**config.mk**
```make
export PLATFORM = sky130hd
export DESIGN_NAME = pipe_ctrl
export DESIGN_NICKNAME = d
export VERILOG_FILES = /design/src/rtl/pipe_ctrl_pkg.sv /design/src/rtl/pipe_ctrl_hazard_detect.sv /design/src/rtl/pipe_ctrl.sv
export SDC_FILE = /design/constraint.sdc
export NUM_CORES = 1
export LEC_CHECK = 0
export ABC_AREA = 1
export BUFFER_PORTS_ARGS = -buffer_cell sky130_fd_sc_hd__buf_4
export CORE_MARGIN = 2
export CORE_UTILIZATION = 39
export DETAILED_ROUTE_END_ITERATION = 6
export PLACE_DENSITY = 0.76
export SYNTH_ARGS = -nofsm -noshare
export SYNTH_HDL_FRONTEND = slang
export SYNTH_SLANG_ARGS = --single-unit
```
**constraint.sdc**
```tcl
create_clock -name clock -period 1.6 [get_ports clock]
set_input_delay 0.32 -clock clock [delete_from_list [all_inputs] [get_ports clock]]
set_output_delay 0.32 -clock clock [all_outputs]
set_load 0.05 [all_outputs]
```
**src/rtl/pipe_ctrl_pkg.sv**
```systemverilog
// Shared pipeline-control definitions: command codes, FSM state encodings,
// counter width default and the PC width used across the core.
package pipe_ctrl_pkg;

  localparam int PC_SIZE       = 32;
  localparam int CNT_W_DEFAULT = 32;

  typedef enum logic [1:0] {
    CMD_RUN   = 2'b00,
    CMD_STEP  = 2'b01,
    CMD_HALT  = 2'b10,
    CMD_CLEAR = 2'b11
  } cmd_t;

  typedef enum logic [1:0] {
    ST_IDLE = 2'b00,
    ST_RUN  = 2'b01,
    ST_STEP = 2'b10,
    ST_DONE = 2'b11
  } state_t;

endpackage

```
**src/rtl/pipe_ctrl_hazard_detect.sv**
```systemverilog
// Load-use hazard detector: a load in EX whose destination feeds the
// instruction in ID. Purely combinational, zero latency, no flow control.
module hazard_detect (
  input  logic       mem_read,
  input  logic [4:0] ex_rt,
  input  logic [4:0] rs,
  input  logic [4:0] rt,
  output logic       load_use
);

  // r0 is hardwired to zero, so a load targeting it never creates a dependency
  assign load_use = mem_read & (ex_rt != 5'd0) & ((ex_rt == rs) | (ex_rt == rt));

endmodule

```
**src/rtl/pipe_ctrl.sv**
```systemverilog
// Debug-controlled pipeline run/step/halt FSM, latch controls and cycle counter.
// Optional stall counter under PIPE_CTRL_STALL_CNT_EN; commands stall only in STEP.
module pipe_ctrl
  import pipe_ctrl_pkg::*;
#(
  parameter int unsigned CNT_W = CNT_W_DEFAULT
) (
  input  logic             clock,
  input  logic             reset,
  input  logic             cmd_valid,
  input  logic [1:0]       cmd_code,
  output logic             cmd_ready,
  input  logic             halt_instr,
  input  logic             id_ex_mem_read,
  input  logic [4:0]       id_ex_rt,
  input  logic [4:0]       if_id_rs,
  input  logic [4:0]       if_id_rt,
  input  logic             branch_taken,
  input  logic             jump_sel,
  output logic             enable,
  output logic             pc_write,
  output logic             if_id_write,
  output logic             if_id_flush,
  output logic             id_ex_bubble,
  output logic [CNT_W-1:0] cycle_count,
`ifdef PIPE_CTRL_STALL_CNT_EN
  output logic [CNT_W-1:0] stall_count,
`endif
  output logic [1:0]       state
);

  localparam logic [CNT_W-1:0] CNT_ONE = {{(CNT_W-1){1'b0}}, 1'b1};
  localparam logic [CNT_W-1:0] CNT_MAX = '1;

  state_t cur, nxt;
  logic   accept, clr, load_use, flush, stall;

  always_ff @(posedge clock or posedge reset) begin
    if (reset) cur <= ST_IDLE;
    else       cur <= nxt;
  end

  assign cmd_ready = (cur != ST_STEP);
  assign accept    = cmd_valid & cmd_ready;

  // halt_instr outranks any debug command while the pipe is advancing
  always_comb begin
    nxt = cur;
    clr = 1'b0;
    case (cur)
      ST_IDLE: begin
        if (accept) begin
          if (cmd_code == CMD_RUN)        nxt = ST_RUN;
          else if (cmd_code == CMD_STEP)  nxt = ST_STEP;
          else if (cmd_code == CMD_CLEAR) clr = 1'b1;
        end
      end
      ST_RUN: begin
        if (halt_instr)                           nxt = ST_DONE;
        else if (accept && cmd_code == CMD_HALT)  nxt = ST_IDLE;
      end
      ST_STEP: nxt = halt_instr ? ST_DONE : ST_IDLE;
      ST_DONE: begin
        if (accept && cmd_code == CMD_CLEAR) begin
          nxt = ST_IDLE;
          clr = 1'b1;
        end
      end
      default: nxt = ST_IDLE;
    endcase
  end

  assign state  = cur;
  assign enable = (cur == ST_RUN) | (cur == ST_STEP);

  hazard_detect u_hazard (
    .mem_read (id_ex_mem_read),
    .ex_rt    (id_ex_rt),
    .rs       (if_id_rs),
    .rt       (if_id_rt),
    .load_use (load_use)
  );

  // a taken branch squashes the dependent instruction, so no stall is needed
  assign flush        = enable & (branch_taken | jump_sel);
  assign stall        = enable & load_use & ~flush;
  assign if_id_flush  = flush;
  assign pc_write     = enable & ~stall;
  assign if_id_write  = ~stall;
  assign id_ex_bubble = stall;

  always_ff @(posedge clock or posedge reset) begin
    if (reset)                                  cycle_count <= '0;
    else if (clr)                               cycle_count <= '0;
    else if (enable && cycle_count != CNT_MAX)  cycle_count <= cycle_count + CNT_ONE;
  end

`ifdef PIPE_CTRL_STALL_CNT_EN
  always_ff @(posedge clock or posedge reset) begin
    if (reset)                                 stall_count <= '0;
    else if (clr)                              stall_count <= '0;
    else if (stall && stall_count != CNT_MAX)  stall_count <= stall_count + CNT_ONE;
  end
`endif

endmodule

```
Word level (Yosys, flattened, before mapping)
Index checks and enable logic that the tools add are counted.

Flip-flop bits (word level): 34. Memory bits (writable): 0. Latch bits: 0. ROM bits: 0. Bits of input ports: 24. Memories kept: 0.

Reduce and logical (&&, ||, !) cells: 8. Multipliers: 0. Shift-type cells: 0. Equal/unequal tests: 14. Multiplexer cells: 16. Divide/modulo/power cells: 0. Bitwise logic cells: 12. Order comparisons: 0. Add/subtract/negate cells: 1.

Operator list (number): 2-to-1 mux 32 bit (2); adder 32 x 1 -> 32 bit (second input constant) (1); inequality test 32 bit (second input constant) (1); 2-to-1 mux 2 bit (7); == test 5 bit (2); == test 2 bit (second input constant) (4); one-hot mux 2 bit (4 select lines) (1); AND 1 bit (7); inequality test 2 bit (second input constant) (3); inequality test 3 bit (second input constant) (2); 2-to-1 mux 1 bit (5); nonzero test 5 bit (1); == test 2 x 1 -> 1 bit (second input constant) (2); logical NOT 2 bit (2); AND reduction 4 bit (1); logical AND 1 bit (3); bitwise OR 1 bit (3); NOT 1 bit (2); one-hot mux 1 bit (2 select lines) (1); nonzero test 2 bit (1).

Longest topological paths before layout
Gate-level depths: netlist of the first run.

Depth in word-level cells: 7. Depth in mapped cells: 11. Mapped depth without buffers: 11.

Cells and area by module
A second synthesis of the first run with hierarchy kept.

Cell total of the unflattened synthesis: 423. Area, all modules: 2716.4 sq um.

Modules (own cells, without submodules): pipe_ctrl (sequential area each 850.8 sq um, area each 2521.2 sq um, instances 1, cells an instance 378); hazard_detect (sequential area each 0.0 sq um, area each 195.2 sq um, instances 1, cells an instance 45).

Worst setup path before layout of the first run
No wires, ideal clock.

Path type: register to output. Start: reg cur[0], in the netlist state[0]. End: out pc_write. Path buffers: 0. Slack: -1.256 ns. Stages on the path, launching flop included: 5. Arrival time: 2.536 ns. Required time: 1.280 ns. Cells stage by stage: dfrtp_1 > inv_1 > ha_1 > inv_1 > a21oi_1.

Longest elaborated chain between the ends: 7. Elaborated cells on any way between the ends: 9. Those cells by class: eq/ne (2); bitwise (7).

Ends and longest elaborated chain: start, declared (line pipe_ctrl.sv:35) `state_t cur, nxt;`; start signal, assigned (line pipe_ctrl.sv:40) `else cur <= nxt;`; == test 2 x 1 -> 1 bit or == test 2 bit (tied branches) (line pipe_ctrl.sv:74) `assign enable = (cur == ST_RUN) | (cur == ST_STEP);`; bitwise OR 1 bit (*) (line pipe_ctrl.sv:74); named net enable (line pipe_ctrl.sv:20) `output logic enable,`; AND 1 bit (line pipe_ctrl.sv:85) `assign flush = enable & (branch_taken | jump_sel);`; NOT 1 bit (line pipe_ctrl.sv:86) `assign stall = enable & load_use & ~flush;`; AND 1 bit (line pipe_ctrl.sv:86); NOT 1 bit (line pipe_ctrl.sv:88) `assign pc_write = enable & ~stall;`; AND 1 bit (*) (line pipe_ctrl.sv:88); end, declared (line pipe_ctrl.sv:21) `output logic pc_write,`.

Mark *: on every way through the listed nets, which the timed path passes. The rest lies on a longest branch.

Final worst setup path of the first run
Start: reg cur[0], in the netlist state[0]. End: out pc_write.

Longest elaborated chain between the ends: 7. Elaborated cells on any way between the ends: 9. Those cells by class: eq/ne (2); bitwise (7).

Ends and longest elaborated chain (line): == test 2 x 1 -> 1 bit or == test 2 bit (tied branches) (pipe_ctrl.sv:74); bitwise OR 1 bit (*) (pipe_ctrl.sv:74); AND 1 bit (pipe_ctrl.sv:85); NOT 1 bit (pipe_ctrl.sv:86); AND 1 bit (pipe_ctrl.sv:86); NOT 1 bit (pipe_ctrl.sv:88); AND 1 bit (*) (pipe_ctrl.sv:88).

Mark *: on every way between the ends. The rest lies on a longest branch, timed or not.

==> run summary, run 1 <==
minimum clock period = 1820 ps
#FFs+latches synth = 34
first-pass detailed-route iteration total = 5
worst path required time = 1280 ps
Clock Path Buffers = 2
count of cell types in the netlist = 28
Routed WL per cell = 15.3 um
# setup viols final = 39
nets = 554
routed wire length = 9230 um
P_int = 3230 uW
setup TNS = -6290 ps
Final Cycle Share = 1.14
RSZ-0062 raised after global routing = yes
number of I/O port buffers = 63
CTS tree = yes
post-route ant nets = 0
Routability Congestion = 0.956
clk_skew = 8.38 ps
root buf cell = clkbuf_8
largest net degree at the start of global routing = 35
Power Density = 1520 mW/mm^2
Avg Cell Area, Syn = 6.46 um^2
worst skew pair latency = 300 ps
DRC errors left = 0
Reg clk slew, reported paths = 80 ps
Die Height = 86.6 um
layout cells sized above 1 = 0.343
Crit Path Class = flop to output pin
register share of total power = 0.214
Initial Utilization = 0.398
first-pass GRT wire length = 14,500 um
Starting DRT DRC Count = 223
failing checks = setup timing
Mapped Cells = 412
Final Instance Area = 0.00411 mm^2
Synth-to-Final Area Change = 54.3%
Max Cap Viol = 0
Antenna Cells = 0
clk sink count = 34
CORE AREA = 0.00668 mm^2
Max transition margin = 0.679
Mapped Area = 0.00266 mm^2
Worst Path Max Fanout = 3
VDD IR max = 1020 uV
vias in the first global route = 3,053
post-synthesis sequential area ratio = 0.320
grt ovf = 0
area of placed instances = 0.00357 mm^2
I/O Pins = 64
FP Rows = 30
net switching power = 3030 uW
Slew Limit Fails = 0
yosys warns = 0
Final Hold Vio Count = 0
fmax = 548 MHz
final worst slack = -225 ps
H-tree Lvls = 2
HP Class = primary input to asynchronous set/reset pin
vias per cell = 5.23
combinational cell fraction of total power = 0.675
power share of the clock group = 0.111
switching share of power = 0.484
Filler Cell Count = 572
Syn Nets = 442
hpwl dp = 6090 um
Die W = 86.6 um
reg2reg setup slack = -210 ps
status = finished, violations left
CP arrival = 1500 ps
CP Capture Type = output pin
startpoint types = flop
Num CTS Buffers = 5
Worst-Margin Slew = 481 ps
initial antenna violation count = 0
die area = 0.00750 mm^2
Leak = 0.00210 uW
total track usage = 0.245
via count = 3,167
-- final cells by class --
class	instances	area (um^2)	share of cell area
multi-input cells	335	1800	0.438
well taps	80	100	0.0244
clock inverters	1	5.00	0.00122
repair buffers	113	1100	0.269
inverters	35	140	0.0341
flip-flops and latches	34	872	0.212
clock buffers	7	86.3	0.0210
-- cell usage in the layout, fill, tap and decap left out, types with 4 or more instances in the layout --
cell,Yosys,layout
bufbuf_16,0,4
buf_12,0,4
xor2_1,8,8
buf_4,0,95
nand2_2,1,5
nand3b_1,9,9
dfrtp_1,34,17
nand3_1,53,46
nor2_1,55,53
nand3_2,0,7
nand2_1,157,151
or2_2,5,5
nand4_1,7,7
dfrtp_2,0,17
o21ai_0,8,5
nor2_4,3,5
inv_1,34,30
xnor2_1,6,6
clkbuf_8,0,6
-- Yosys cell counts --
| library cell | number | area [um^2] |
|---|---|---|
| nand2_1 | 157 | 589 |
| nor2_1 | 55 | 206 |
| nand3_1 | 53 | 265 |
| dfrtp_1 | 34 | 851 |
| inv_1 | 34 | 128 |
| nand3b_1 | 9 | 67.6 |
| o21ai_0 | 8 | 40.0 |
| xor2_1 | 8 | 70.1 |
| nand4_1 | 7 | 43.8 |
| ha_1 | 6 | 75.1 |
| xnor2_1 | 6 | 52.6 |
| or2_2 | 5 | 31.3 |
| a21oi_1 | 4 | 20.0 |
| buf_6 | 3 | 33.8 |
| clkbuf_1 | 3 | 11.3 |
| nor2_4 | 3 | 33.8 |
| nor3_1 | 3 | 15.0 |
| buf_2 | 2 | 10.0 |
| nand2_4 | 2 | 22.5 |
| o21bai_1 | 2 | 15.0 |
| a21oi_2 | 1 | 8.76 |
| a31oi_1 | 1 | 6.26 |
| inv_2 | 1 | 3.75 |
| nand2_2 | 1 | 6.26 |
| nand3_4 | 1 | 17.5 |
| nor2_2 | 1 | 6.26 |
| nor2_8 | 1 | 20.0 |
| nor3_2 | 1 | 10.0 |
-- sequential cells by signal (all words and copies together) (netlist names) --
signal / flops
state: 2
cycle_count: 32
-- stage by stage --
| stage | util | hold WS, ps | cells | setup WS (ps) | power, uW |
|---|---|---|---|---|---|
| 4_1_cts | 0.585 | 145 | 596 | -231 | 5600 |
| 2_1_floorplan | - | 460 | 412 | -357 | 3470 |
| 3_5_place_dp | 0.535 | 463 | 578 | -81.4 | 4670 |
| 3_3_place_gp | 0.535 | 462 | 578 | -45.7 | 4600 |
| 6_report | 0.614 | 128 | 605 | -225 | 6260 |
| 5_1_grt | 0.614 | 192 | 605 | -290 | 6590 |
-- timing repair --
action | 4_1_cts | 5_1_grt
endpoints found under the setup margin | 37 | 40
cloned | 5 | 3
setup buffers | 5 | 6
pin swaps | 2 | 10
hold buffers | 0 | 0
resized for setup | 13 | 20
-- per-layer routing --
layer | vias up | global-route usage | routed length, um
met5 | - | 0 | 0
met4 | 0 | 0.0795 | 253
met3 | 28 | 0.0476 | 636
met2 | 128 | 0.413 | 4550
met1 | 1479 | 0.316 | 3790
li1 | 1532 | - | -
-- cells by family (layout without fill, tap and decap cells) --
logic type                 count (synthesis)  in the layout  synth area share
and+or+nand+nor                          299            299             0.502
xor gates and xnor gates                  14             14            0.0461
AOI/OAI and AO/OA                         16             16            0.0339
adders and majority gates                  6              6            0.0282
buffers and inverters                     43            156            0.0701
DFF                                       34             34             0.320
-- critical path, stage by stage (launching register included) --
cell     delay (ps)
dfrtp_2         420
inv_4            90
ha_4            210
nand4_1          80
inv_2            80
a21oi_4         150
buf_6           170
-- worst paths after layout --
kind                           startpoint         endpoint  depth (start not counted)
max                              state[0]         pc_write                          6
min                                 reset  cycle_count[16]                          3
max reg2reg                      state[1]  cycle_count[14]                          9
min reg2reg                cycle_count[1]   cycle_count[1]                          2
max in group asynchronous           reset   cycle_count[6]                          3
min in group clock            cmd_code[0]         state[0]                          6
-- power by group through the flow --
stage          Combinational [uW]  Sequential [uW]  Clock (uW)
2_1_floorplan                1550             1910           0
3_3_place_gp                 3260             1340           0
3_5_place_dp                 3320             1350           0
6_report                     4220             1340         694
5_1_grt                      4480             1370         740
4_1_cts                      3570             1330         704
(Power assumes the default switching activity.)
==> run 2, diff against run 1 <==
Settings changed: CELL_PAD_IN_SITES_DETAIL_PLACEMENT from default to 1, CELL_PAD_IN_SITES_GLOBAL_PLACEMENT from default to 2, CORE_UTILIZATION 39 to 31, PLACE_DENSITY 0.76 to 0.95.
Clock period 1.6 ns to 2.2 ns, I/O delays scaled along.
==> run summary, run 2 (synthesis results as in run 1) <==
status = completed (was finished, violations left)
Worst-Margin Slew = 754 ps (was 481 ps)
clk sink count = 34 (unchanged)
Slew Limit Fails = 0 (unchanged)
routed wire length = 9040 um (was 9230 um)
P_int = 1730 uW (was 3230 uW)
Die W = 96.6 um (was 86.6 um)
vias in the first global route = 3,133 (was 3,053)
CP delay by family, top = buffers and inverters (was flip-flops)
net switching power = 1910 uW (was 3030 uW)
CORE AREA = 0.00826 mm^2 (was 0.00668 mm^2)
minimum clock period = 2080 ps
worst hold margin = 254 ps (was 128 ps)
commonest non-fill, non-tap cell in the layout = nand2_1 (unchanged)
cell depth of the worst setup path = 7 (was 6)
fmax = 481 MHz
I/O Pins = 64 (unchanged)
# setup viols final = 0 (was 39)
grt ovf = 0 (unchanged)
post-route ant nets = 0 (unchanged)
Slowest-stage cell, CP = dfrtp_2 (unchanged)
launch point of the worst reg-to-reg path = cycle_count[0] (was state[1])
Final Cycle Share = 0.945
initial antenna violation count = 0 (unchanged)
Routed WL per cell = 15.0 um (was 15.3 um)
Starting DRT DRC Count = 79 (was 223)
Buf/Inv on CP = 4 (was 3)
H-tree Lvls = 2 (unchanged)
combinational cell fraction of total power = 0.618 (was 0.675)
Power Density = 1040 mW/mm^2 (was 1520 mW/mm^2)
CP arrival = 1640 ps (was 1500 ps)
register share of total power = 0.256 (was 0.214)
VDD IR max = 712 uV (was 1020 uV)
RR Endpoint = cycle_count[30] (was cycle_count[14])
hold buffer count at cts = 0 (unchanged)
HP Class = primary input to asynchronous set/reset pin (unchanged)
Final Hold Vio Count = 0 (unchanged)
Num CTS Buffers = 5 (unchanged)
Filler Cell Count = 1,107 (was 572)
Die Height = 96.6 um (was 86.6 um)
Max Cap Viol = 0 (unchanged)
via count = 2,970 (was 3,167)
setup TNS = 0 ps (was -6290 ps)
root buf cell = clkbuf_8 (unchanged)
power share of the clock group = 0.126 (was 0.111)
DRC errors left = 0 (unchanged)
CP cell instances = inv_1 > ha_4 > nand4_1 > inv_2 > nand2_4 > clkinvlp_4 > buf_4 (was inv_4 > ha_4 > nand4_1 > inv_2 > a21oi_4 > buf_6)
die area = 0.00934 mm^2 (was 0.00750 mm^2)
Leak = 0.00185 uW (was 0.00210 uW)
hpwl dp = 7060 um (was 6090 um)
worst skew pair latency = 290 ps (was 300 ps)
RSZ-0062 raised after global routing = no (was yes)
Reg clk slew, reported paths = 70 ps (was 80 ps)
startpoint types = flop (unchanged)
Max transition margin = 0.497 (was 0.679)
number of I/O port buffers = 63 (unchanged)
Worst Path Max Fanout = 4 (was 3)
layout cells sized above 1 = 0.233 (was 0.343)
first-pass GRT wire length = 15,100 um (was 14,500 um)
first-pass detailed-route iteration total = 4 (was 5)
vias per cell = 4.93 (was 5.23)
clk_skew = 9.13 ps (was 8.38 ps)
nets = 527 (was 554)
Initial Utilization = 0.322 (was 0.398)
switching share of power = 0.524 (was 0.484)
total track usage = 0.194 (was 0.245)
max FFs per register = 32 (unchanged)
most frequent cells in the layout = nand2_1 (156), buf_4 (84), nor2_1 (54) (was nand2_1 (151), buf_4 (95), nor2_1 (53))
Antenna Cells = 0 (unchanged)
slowest stage delay, CP = 430 ps (was 420 ps)
Biggest register = cycle_count (unchanged)
Routability Congestion = 0.850 (was 0.956)
worst path required time = 1760 ps (was 1280 ps)
cell depth of the worst flop-to-flop path = 9 (unchanged)
CP Capture Type = output pin (unchanged)
FP Rows = 33 (was 30)
Synth-to-Final Area Change = 32.3% (was 54.3%)
Crit Path Class = flop to output pin (unchanged)
Clock Path Buffers = 2 (unchanged)
reg2reg setup slack = 150 ps (was -210 ps)
CTS tree = yes (unchanged)
largest net degree at the start of global routing = 36 (was 35)
run 2: power groups by stage:
stage | clock network, uW | registers [uW] | logic [uW]
2_1_floorplan | 0 | 1360 | 1070
3_3_place_gp | 0 | 932 | 2180
3_5_place_dp | 0 | 945 | 2230
4_1_cts | 475 | 934 | 2230
5_1_grt | 503 | 958 | 2440
6_report | 459 | 932 | 2250
run 2: worst max path at each step:
stage,from,endpoint,slack (ps)
floorplan,state[0],pc_write,50
global placement,cycle_count[0],cycle_count[30],230
detailed placement,state[0],cycle_count[13],180
CTS,state[0],id_ex_bubble,30
global route,state[0],cycle_count[13],0.5
finish,state[0],id_ex_bubble,120
run 2: metrics by stage:
stage           util  setup WS (ps)  std cells  power [uW]  area [um^2]
2_1_floorplan      -           50.2        412        2430         2690
3_3_place_gp   0.415            227        593        3110         3420
3_5_place_dp   0.415            176        593        3170         3420
4_1_cts        0.424           32.3        601        3640         3500
5_1_grt        0.426          0.470        603        3900         3520
6_report       0.426            121        603        3640         3520
run 2: what timing repair did:
action / in CTS / in global routing
buffers inserted: 0 / 2
gates resized for setup: 0 / 1
endpoints found under the setup margin: 0 / 4
run 2: layout make-up:
cell class,instances,area (um^2),share of cell area
sequential,34,853,0.242
timing repair buffer,86,671,0.191
clock buffer,8,80.1,0.0228
multi-input combinational,335,1650,0.469
inverter,35,135,0.0384
tap,105,131,0.0373
run 2: worst min-delay path: stages:
cell and delay, ps:
buf_4 110, inv_1 40, buf_4 390
run 2: routing by layer:
metal  global-route usage  vias up  share of wire
li1                     -     1469              -
met3               0.0318        8          0.034
met4               0.0423        0         0.0090
met5                    0        -              0
met1                0.254     1434           0.46
met2                0.335       59           0.50
==> run 3, diff against run 2 <==
Settings changed: RECOVER_POWER from default to 50, SKIP_CTS_REPAIR_TIMING from default to 1.
==> run summary, run 3 (synthesis results as in run 1) <==
Setup crit end = id_ex_bubble (unchanged)
Routed WL per cell = 15.0 um (about the same)
grt ovf = 0 (unchanged)
initial antenna violation count = 0 (unchanged)
routed wire length = 9050 um (was 9040 um)
Setup crit start = state[0] (unchanged)
number of I/O port buffers = 63 (unchanged)
switching share of power = 0.534 (was 0.524)
startpoint types = flop (unchanged)
Initial Utilization = 0.322 (unchanged)
Final Cycle Share = 0.946 (was 0.945)
CP cell instances = inv_1 > ha_4 > nand4_1 > inv_2 > nand2_4 > clkinvlp_4 > buf_4 (unchanged)
Die W = 96.6 um (unchanged)
Antenna Cells = 0 (unchanged)
total track usage = 0.194 (unchanged)
Slowest-stage cell, CP = dfrtp_2 (unchanged)
Power Density = 1030 mW/mm^2 (was 1040 mW/mm^2)
Reg clk slew, reported paths = 70 ps (about the same)
die area = 0.00934 mm^2 (unchanged)
HP Class = primary input to asynchronous set/reset pin (unchanged)
CORE AREA = 0.00826 mm^2 (unchanged)
reg2reg setup slack = 170 ps (was 150 ps)
root buf cell = clkbuf_8 (unchanged)
minimum clock period = 2080 ps (about the same)
Biggest register = cycle_count (unchanged)
Worst Path Max Fanout = 4 (unchanged)
hpwl dp = 7060 um (unchanged)
via count = 2,998 (was 2,970)
setup TNS = 0 ps (unchanged)
clk sink count = 34 (unchanged)
Starting DRT DRC Count = 92 (was 79)
Max transition margin = 0.405 (was 0.497)
clk_skew = 8.53 ps (was 9.13 ps)
register share of total power = 0.262 (was 0.256)
slowest stage delay, CP = 430 ps (about the same)
Routability Congestion = 0.850 (unchanged)
nets = 527 (unchanged)
first-pass detailed-route iteration total = 4 (unchanged)
max FFs per register = 32 (unchanged)
commonest non-fill, non-tap cell in the layout = nand2_1 (unchanged)
P_int = 1650 uW (was 1730 uW)
Num CTS Buffers = 5 (unchanged)
RR Endpoint = cycle_count[30] (unchanged)
most frequent cells in the layout = nand2_1 (156), buf_4 (63), nor2_1 (54) (was nand2_1 (156), buf_4 (84), nor2_1 (54))
net switching power = 1900 uW (was 1910 uW)
Crit Path Class = flop to output pin (unchanged)
# setup viols final = 0 (unchanged)
Synth-to-Final Area Change = 29.5% (was 32.3%)
fmax = 480 MHz (was 481 MHz)
VDD IR max = 661 uV (was 712 uV)
Final Hold Vio Count = 0 (unchanged)
worst path required time = 1760 ps (about the same)
combinational cell fraction of total power = 0.609 (was 0.618)
power share of the clock group = 0.129 (was 0.126)
Filler Cell Count = 1,116 (was 1,107)
RSZ-0062 raised after global routing = no (unchanged)
Leak = 0.00177 uW (was 0.00185 uW)
Clock Path Buffers = 2 (unchanged)
total power = 3550 uW (was 3640 uW)
CP Capture Type = output pin (unchanged)
first-pass GRT wire length = 15,100 um (unchanged)
largest net degree at the start of global routing = 36 (unchanged)
vias per cell = 4.97 (was 4.93)
I/O Pins = 64 (unchanged)
Slew Limit Fails = 0 (unchanged)
Max Cap Viol = 0 (unchanged)
CTS tree = yes (unchanged)
CP arrival = 1640 ps (about the same)
DRC errors left = 0 (unchanged)
FP Rows = 33 (unchanged)
Die Height = 96.6 um (unchanged)
layout cells sized above 1 = 0.195 (was 0.233)
worst skew pair latency = 290 ps (about the same)
vias in the first global route = 3,133 (unchanged)
post-route ant nets = 0 (unchanged)
cell depth of the worst flop-to-flop path = 9 (unchanged)
Worst-Margin Slew = 892 ps (was 754 ps)
H-tree Lvls = 2 (unchanged)
launch point of the worst reg-to-reg path = cycle_count[0] (unchanged)
status = completed (unchanged)
run 3: cell count changes in the layout (fill, tap and decap cells not counted), sizes merged:
cell | previous run | this run
clkbuf | 8 | 29
buf | 86 | 65
run 3: metrics by stage:
stage	utilization	hold WS (ps)	cells	instance area (um^2)	worst slack (ps)
4_1_cts	0.424	264	601	3500	32.3
2_1_floorplan	-	581	412	2690	50.2
3_3_place_gp	0.415	534	593	3420	227
3_5_place_dp	0.415	582	593	3420	176
6_report	0.417	419	603	3450	118
5_1_grt	0.417	514	603	3450	1.91
run 3: layout make-up:
cell class	instances	area, um^2	share of cell area
inverters	35	135	0.0392
flip-flops and latches	34	853	0.248
well taps	105	131	0.0381
multi-input cells	335	1650	0.479
clock buffers	8	80.1	0.0232
repair buffers	86	597	0.173
run 3: critical path, delay by kind of cell, from the launching register on:
kind	cells	cell delay, ps
buffers and inverters	4	480
DFF	1	430
adders and majority gates	1	250
and+or+nand+nor	2	180
run 3: routing by layer:
metal | GRT usage | part of all wire | routed length [um] | vias up
met5 | 0 | 0 | 0 | -
met4 | 0.0423 | 0.0096 | 87 | 0
met3 | 0.0318 | 0.032 | 287 | 10
met2 | 0.335 | 0.49 | 4470 | 72
li1 | - | - | - | 1469
met1 | 0.254 | 0.46 | 4210 | 1447
run 3: how the worst min path moves through the flow:
stage	startpoint	end	slack [ps]	cells after the start
after floorplan	reset	cycle_count[0]	580	1
after global placement	cycle_count[1]	cycle_count[1]	530	2
after detailed placement	reset	cycle_count[3]	580	3
after CTS	reset	cycle_count[16]	260	3
after global routing	reset	cycle_count[16]	510	3
final	reset	cycle_count[16]	420	3
run 3: power by group through the flow:
| stage | Sequential, uW | Combinational [uW] | Clock, uW |
|---|---|---|---|
| after floorplan | 1360 | 1070 | 0 |
| after global placement | 932 | 2180 | 0 |
| after detailed placement | 945 | 2230 | 0 |
| after CTS | 934 | 2230 | 475 |
| after global routing | 956 | 2360 | 503 |
| final | 930 | 2170 | 459 |
